==> config.mk <==
export PLATFORM = sky130hd
export DESIGN_NAME = vga_timing_gen
export DESIGN_NICKNAME = d
export VERILOG_FILES = /design/src/rtl/vga_pkg.sv /design/src/rtl/vga_delay_line.sv /design/src/rtl/vga_timing_gen.sv
export SDC_FILE = /design/constraint.sdc
export NUM_CORES = 1
export LEC_CHECK = 0
export CORE_ASPECT_RATIO = 1.75
export CORE_MARGIN = 4
export CORE_UTILIZATION = 56
export CTS_CLUSTER_DIAMETER = 120
export DETAILED_ROUTE_END_ITERATION = 7
export PLACE_DENSITY = 0.82
export SLEW_MARGIN = 20
export SYNTH_ARGS = -nofsm -noshare
export SYNTH_HDL_FRONTEND = slang
export SYNTH_SLANG_ARGS = --single-unit
==> constraint.sdc <==
create_clock -name clock -period 4.6 [get_ports clock]
set_input_delay 0.92 -clock clock [delete_from_list [all_inputs] [get_ports clock]]
set_output_delay 0.92 -clock clock [all_outputs]
set_load 0.02 [all_outputs]
==> src/rtl/vga_pkg.sv <==
// Shared VGA timing constants and helpers.
// Mode tables plus the raw sync/blank bundle.
package vga_pkg;

  // 640x480@60, negative syncs
  localparam int VGA640_H_ACTIVE = 640;
  localparam int VGA640_H_FRONT  = 16;
  localparam int VGA640_H_SYNC   = 96;
  localparam int VGA640_H_BACK   = 48;
  localparam int VGA640_V_ACTIVE = 480;
  localparam int VGA640_V_FRONT  = 10;
  localparam int VGA640_V_SYNC   = 2;
  localparam int VGA640_V_BACK   = 33;
  localparam bit VGA640_H_POL    = 1'b0;
  localparam bit VGA640_V_POL    = 1'b0;

  // 800x600@60, positive syncs
  localparam int VGA800_H_ACTIVE = 800;
  localparam int VGA800_H_FRONT  = 40;
  localparam int VGA800_H_SYNC   = 128;
  localparam int VGA800_H_BACK   = 88;
  localparam int VGA800_V_ACTIVE = 600;
  localparam int VGA800_V_FRONT  = 1;
  localparam int VGA800_V_SYNC   = 4;
  localparam int VGA800_V_BACK   = 23;
  localparam bit VGA800_H_POL    = 1'b1;
  localparam bit VGA800_V_POL    = 1'b1;

  localparam int VGA_PIPE_DLY = 2;
  localparam int VGA_MAX_DLY  = 7;
  localparam int VGA_CW       = 11;

  typedef struct packed {
    logic hs;
    logic vs;
    logic blank_n;
  } vga_raw_t;

  localparam vga_raw_t VGA_RAW_IDLE = '{
    hs: 1'b0, vs: 1'b0, blank_n: 1'b0
  };

  function automatic int vga_total(
    input int a, input int b,
    input int c, input int d
  );
    return a + b + c + d;
  endfunction

endpackage

==> src/rtl/vga_delay_line.sv <==
// Enable-gated shift register for sync/blank.
// DEPTH of zero is a plain wire.
module vga_delay_line
  import vga_pkg::*;
#(
  parameter int DEPTH = 2,
  parameter int W     = 3
) (
  input  logic         clock,
  input  logic         reset,
  input  logic         en_i,
  input  logic [W-1:0] rst_val_i,
  input  logic [W-1:0] d_i,
  output logic [W-1:0] q_o
);

  if (DEPTH == 0) begin : g_wire
    logic unused_w;
    assign unused_w = ^{clock, reset, en_i, rst_val_i};
    assign q_o = d_i;
  end else begin : g_pipe
    logic [W-1:0] stage_q [DEPTH];

    // shift one stage per enabled pixel
    always_ff @(posedge clock or negedge reset) begin
      if (!reset) begin
        for (int i = 0; i < DEPTH; i++)
          stage_q[i] <= rst_val_i;
      end else if (en_i) begin
        stage_q[0] <= d_i;
        for (int i = 1; i < DEPTH; i++)
          stage_q[i] <= stage_q[i-1];
      end
    end

    assign q_o = stage_q[DEPTH-1];
  end

endmodule

==> src/rtl/vga_timing_gen.sv <==
// VGA raster timing generator.
// Counters, syncs, blanking and frame/line pulses.
module vga_timing_gen
  import vga_pkg::*;
#(
  parameter int H_ACTIVE = VGA640_H_ACTIVE,
  parameter int H_FRONT  = VGA640_H_FRONT,
  parameter int H_SYNC   = VGA640_H_SYNC,
  parameter int H_BACK   = VGA640_H_BACK,
  parameter int V_ACTIVE = VGA640_V_ACTIVE,
  parameter int V_FRONT  = VGA640_V_FRONT,
  parameter int V_SYNC   = VGA640_V_SYNC,
  parameter int V_BACK   = VGA640_V_BACK,
  parameter bit H_POL    = VGA640_H_POL,
  parameter bit V_POL    = VGA640_V_POL,
  parameter int PIPE_DLY = VGA_PIPE_DLY,
  parameter int CW       = VGA_CW
) (
  input  logic          clock,
  input  logic          reset,
  input  logic          pix_en,
  output logic [CW-1:0] next_x,
  output logic [CW-1:0] next_y,
  output logic          next_valid,
  output logic          hsync,
  output logic          vsync,
  output logic          blank_n,
  output logic          sync_n,
  output logic          frame_start,
  output logic          line_start,
  output logic [7:0]    frame_count
);

  localparam int H_TOTAL =
    vga_total(H_ACTIVE, H_FRONT, H_SYNC, H_BACK);
  localparam int V_TOTAL =
    vga_total(V_ACTIVE, V_FRONT, V_SYNC, V_BACK);
  localparam longint CNT_SPAN = longint'(1) << CW;

  localparam logic [CW-1:0] H_LAST = CW'(H_TOTAL - 1);
  localparam logic [CW-1:0] V_LAST = CW'(V_TOTAL - 1);

  localparam int HS_BEG = H_ACTIVE + H_FRONT;
  localparam int HS_END = HS_BEG + H_SYNC;
  localparam int VS_BEG = V_ACTIVE + V_FRONT;
  localparam int VS_END = VS_BEG + V_SYNC;

  if (PIPE_DLY < 0 || PIPE_DLY > VGA_MAX_DLY) begin : g_bad_dly
    $error("vga_timing_gen: PIPE_DLY must be 0..7");
  end
  if (longint'(H_TOTAL) > CNT_SPAN) begin : g_bad_h
    $error("vga_timing_gen: H_TOTAL exceeds 2**CW");
  end
  if (longint'(V_TOTAL) > CNT_SPAN) begin : g_bad_v
    $error("vga_timing_gen: V_TOTAL exceeds 2**CW");
  end

  logic [CW-1:0] h_q, h_d;
  logic [CW-1:0] v_q, v_d;
  logic          fs_q, fs_d;
  logic          ls_q, ls_d;
  logic [7:0]    fc_q, fc_d;

  logic [31:0] h_w, v_w, vn_w;
  logic        h_wrap, v_wrap;
  logic        active;
  vga_raw_t    raw, dly;

  assign h_w    = 32'(h_q);
  assign v_w    = 32'(v_q);
  assign vn_w   = 32'(v_d);
  assign h_wrap = (h_q == H_LAST);
  assign v_wrap = (v_q == V_LAST);
  assign active = (h_w < H_ACTIVE) && (v_w < V_ACTIVE);

  // raster position advance and pulse generation
  always_comb begin
    h_d  = h_q;
    v_d  = v_q;
    if (pix_en) begin
      if (h_wrap) begin
        h_d = '0;
        v_d = v_wrap ? '0 : v_q + 1'b1;
      end else begin
        h_d = h_q + 1'b1;
      end
    end
    fs_d = pix_en && h_wrap && v_wrap;
    ls_d = pix_en && h_wrap && (vn_w < V_ACTIVE);
    fc_d = fs_d ? fc_q + 8'd1 : fc_q;
  end

  // raster state registers
  always_ff @(posedge clock or negedge reset) begin
    if (!reset) begin
      h_q  <= '0;
      v_q  <= '0;
      fs_q <= 1'b0;
      ls_q <= 1'b0;
      fc_q <= 8'd0;
    end else begin
      h_q  <= h_d;
      v_q  <= v_d;
      fs_q <= fs_d;
      ls_q <= ls_d;
      fc_q <= fc_d;
    end
  end

  assign raw.hs      = (h_w >= HS_BEG) && (h_w < HS_END);
  assign raw.vs      = (v_w >= VS_BEG) && (v_w < VS_END);
  assign raw.blank_n = active;

  vga_delay_line #(
    .DEPTH (PIPE_DLY),
    .W     (3)
  ) u_dly (
    .clock     (clock),
    .reset     (reset),
    .en_i      (pix_en),
    .rst_val_i (VGA_RAW_IDLE),
    .d_i       (raw),
    .q_o       (dly)
  );

  assign next_x      = active ? h_q : '0;
  assign next_y      = active ? v_q : '0;
  assign next_valid  = active;
  assign hsync       = dly.hs ^ ~H_POL;
  assign vsync       = dly.vs ^ ~V_POL;
  assign blank_n     = dly.blank_n;
  assign sync_n      = 1'b0;
  assign frame_start = fs_q;
  assign line_start  = ls_q;
  assign frame_count = fc_q;

endmodule
==> parameters.txt <==
Parameter                              Value

CTS
  Worst-case clock buffer depth    2
  Cell at the root of the clock tree    clkbuf_8
  Number of levels in the clock H-tree    2
  Clock latency on the worst-skew pair    0.29 ns
  Cts repair resizes    0
  Cts-stage hold buffer count    0
  CTS sink cnt    38
  Clock tree from TritonCTS    done
  Clock transition at the registers of the reported paths    0.08 ns
  Total clock buffers created by CTS    5
  Post-CTS setup-driven buffer insertion count    0

Global routing
  Largest net degree at the start of global routing    39
  First-pass GRT wire length    7.49 mm
  Overall routing resource usage    0.210
  Number of antenna violations at the first check in global routing    0
  Final global-route overflow total    0
  Vias in the first global route    1643

Critical path
  Maximum fanout encountered on the critical timing path    15
  CP endpoint kind    primary output
  CP Class    flop to primary output
  Arr. time, crit path    2.94 ns
  Startpoint Class    flop
  Worst endpoint required time    3.68 ns
  Worst-case reg-to-reg path depth    5

Layout
  Filler Cells Inserted    287
  Antenna diode count    0
  Highest-count cells in the layout ignoring fill and taps    dfrtp_1 (38), clkdlybuf4s50_1 (34), nand2_1 (24), and2_1 (19), o21ai_0 (15)
  Share of final-layout standard cells stronger than drive strength 1    0.104
  Summed area of non-filler cells in the final layout    2570 um2
  Most frequent standard cell in the layout excluding fill and tap cells    dfrtp_1
  Finished Layout Cells    roughly 300
  Utilization after layout    0.707
  Layout net count    257
  Growth of design area from synthesis to finish    21.7%

Timing
  Unrepaired setup endpoints after global routing    false
  Transition at the pin with the smallest max-transition slack    0.988 ns
  Sum Neg Setup Slack    0 ns
  Slew headroom    0.336
  Clk_skew    0.00631 ns
  Maximum frequency from static timing analysis    ~0.26 GHz
  Final setup viols    0
  Final number of hold-violating endpoints    0
  Min Clock Period, post-route    around 3.9 ns
  Portion of the clock cycle consumed by the worst path in the final layout    0.839
  Final worst hold slack    ~0.47 ns
  Number of slew-limit violations in the final report    0

Synth
  Post-synth ARST share    1.00
  Number of storage elements in the synthesis netlist    38
  Total standard cell area after synthesis    2110 um2
  Sequential share of the synthesized area    0.451
  Synthesized instance count    218
  Unique masters post-synth    43
  Ys Warns    0
  Post-synth EDFFs    0
  Average cell area after synthesis    9.67 um2
  Prevailing post-synth register cell    dfrtp_1

Route
  Number of nets with antenna violations after detailed routing    0
  Wire length reported by the detailed router    4.37 mm
  Initial DRC count    21
  Via/cell ratio    5.55
  Number of remaining DRC errors    0
  Wire per inst    roughly 15 um
  Vias after detailed routing    1648
  Detailed-router iteration count before antenna repair    4

Floorplan
  Initial core utilization    0.581
  Y dimension of the die    around 89 um
  # IOs    40
  Standard cell core area    3630 um2
  Chip width    54.4 um
  Total die area    4850 um2
  Std cell rows    29

Power and ir drop
  Static leakage    1.08 nW
  Max rail drop VDD    about 0.30 mV
  Power density relative to cell area    316 nW/um2

Run
  Total of max-cap violations    0

Placed design
  DPL Wire Length    3.15 mm
  Final weighted congestion in routability-driven placement    0.866
  Total placed cells including tap cells    289
  Post-DP Area    2450 um2
  Number of buffers added on ports    35

Hold path
  Type of the most critical hold path    flop to flop
  Hold Crit Depth    1

Status
  Outcome    completed
-- synth_stat cells (all sizes together), types with 7 or more instances --
master / instances / share of area
and2: 20 / 0.060
buf: 8 / 0.030
clkbuf: 7 / 0.014
dfrtp: 38 / 0.45
inv: 7 / 0.012
nand2: 24 / 0.043
nand3: 8 / 0.019
nand4: 8 / 0.024
nor2: 13 / 0.024
o21ai: 15 / 0.036
xnor2: 11 / 0.046
xor2: 8 / 0.033
-- state kept, by name, indices dropped and copies added, names as in the netlist --
| signal | count |
|---|---|
| frame_start | 1 |
| h_q | 11 |
| u_dly.q_o | 3 |
| u_dly.g_pipe.stage_q | 3 |
| v_q | 11 |
| line_start | 1 |
| frame_count | 8 |
-- area by class of cell --
type,instances,area [um2],area share
tap,46,57.6,0.0224
clock buffer,5,68.8,0.0268
sequential,38,951,0.371
multi-input combinational,161,1060,0.412
inverter,7,26.3,0.0102
clock inverter,3,45.0,0.0176
timing repair buffer,37,360,0.140
-- cells by family (layout without fill, tap and decap cells) --
family,count (synthesis),in the layout,synth area share
other,1,4,0.00178
AO/OA/AOI/OAI,29,29,0.0831
multiplexers,4,4,0.0214
adder cells (fa/ha/maj),4,4,0.0237
buffers and inverters,22,52,0.0558
XOR/XNOR,19,19,0.0789
AND/OR/NAND/NOR,101,101,0.284
flip-flops,38,38,0.451
-- worst paths after layout --
path | from | endpoint | slack (ns)
worst max-delay path | v_q[6]$_DFF_PN0_ | next_x[3] | 0.74
worst min-delay path | frame_count[7]$_DFFE_PN0P_ | frame_count[7]$_DFFE_PN0P_ | 0.47
worst max register to register | h_q[0]$_DFFE_PN0P_ | frame_count[1]$_DFFE_PN0P_ | 2.29
worst min register to register | frame_count[7]$_DFFE_PN0P_ | frame_count[7]$_DFFE_PN0P_ | 0.47
max in group asynchronous | reset | v_q[8]$_DFF_PN0_ | 3.36
min in group asynchronous | reset | h_q[3]$_DFFE_PN0P_ | 0.72
-- metrics by stage --
step	total power [mW]	setup WS [ns]
3_3_place_gp	0.527	1.09
5_1_grt	0.850	0.484
6_report	0.812	0.741
2_1_floorplan	0.468	2.02
4_1_cts	0.819	0.736
3_5_place_dp	0.531	1.08
-- critical path, cell delays in order, from the launching register on --
cell and delay [ns]:
dfrtp_1 0.51, nand4_1 0.27, nand2_1 0.10, nor4_2 0.75
buf_4 0.28, and2_1 0.13, clkdlybuf4s50_1 0.61
-- layer usage --
metal,track usage,vias to the layer above,wire [um],part of all wire
met5,0,-,0,0
met4,0.0930,0,107,0.024
met3,0.0417,10,132,0.030
met2,0.364,32,2380,0.54
met1,0.242,801,1750,0.40
li1,-,805,-,-
-- report_power, final --
group	switching (mW)	internal (mW)	total (mW)
clock network	0.125	0.161	0.286
registers	0.0324	0.354	0.386
logic	0.0731	0.0668	0.140
total	0.230	0.582	0.812
No activity file was read; power rests on OpenSTA's default activity.
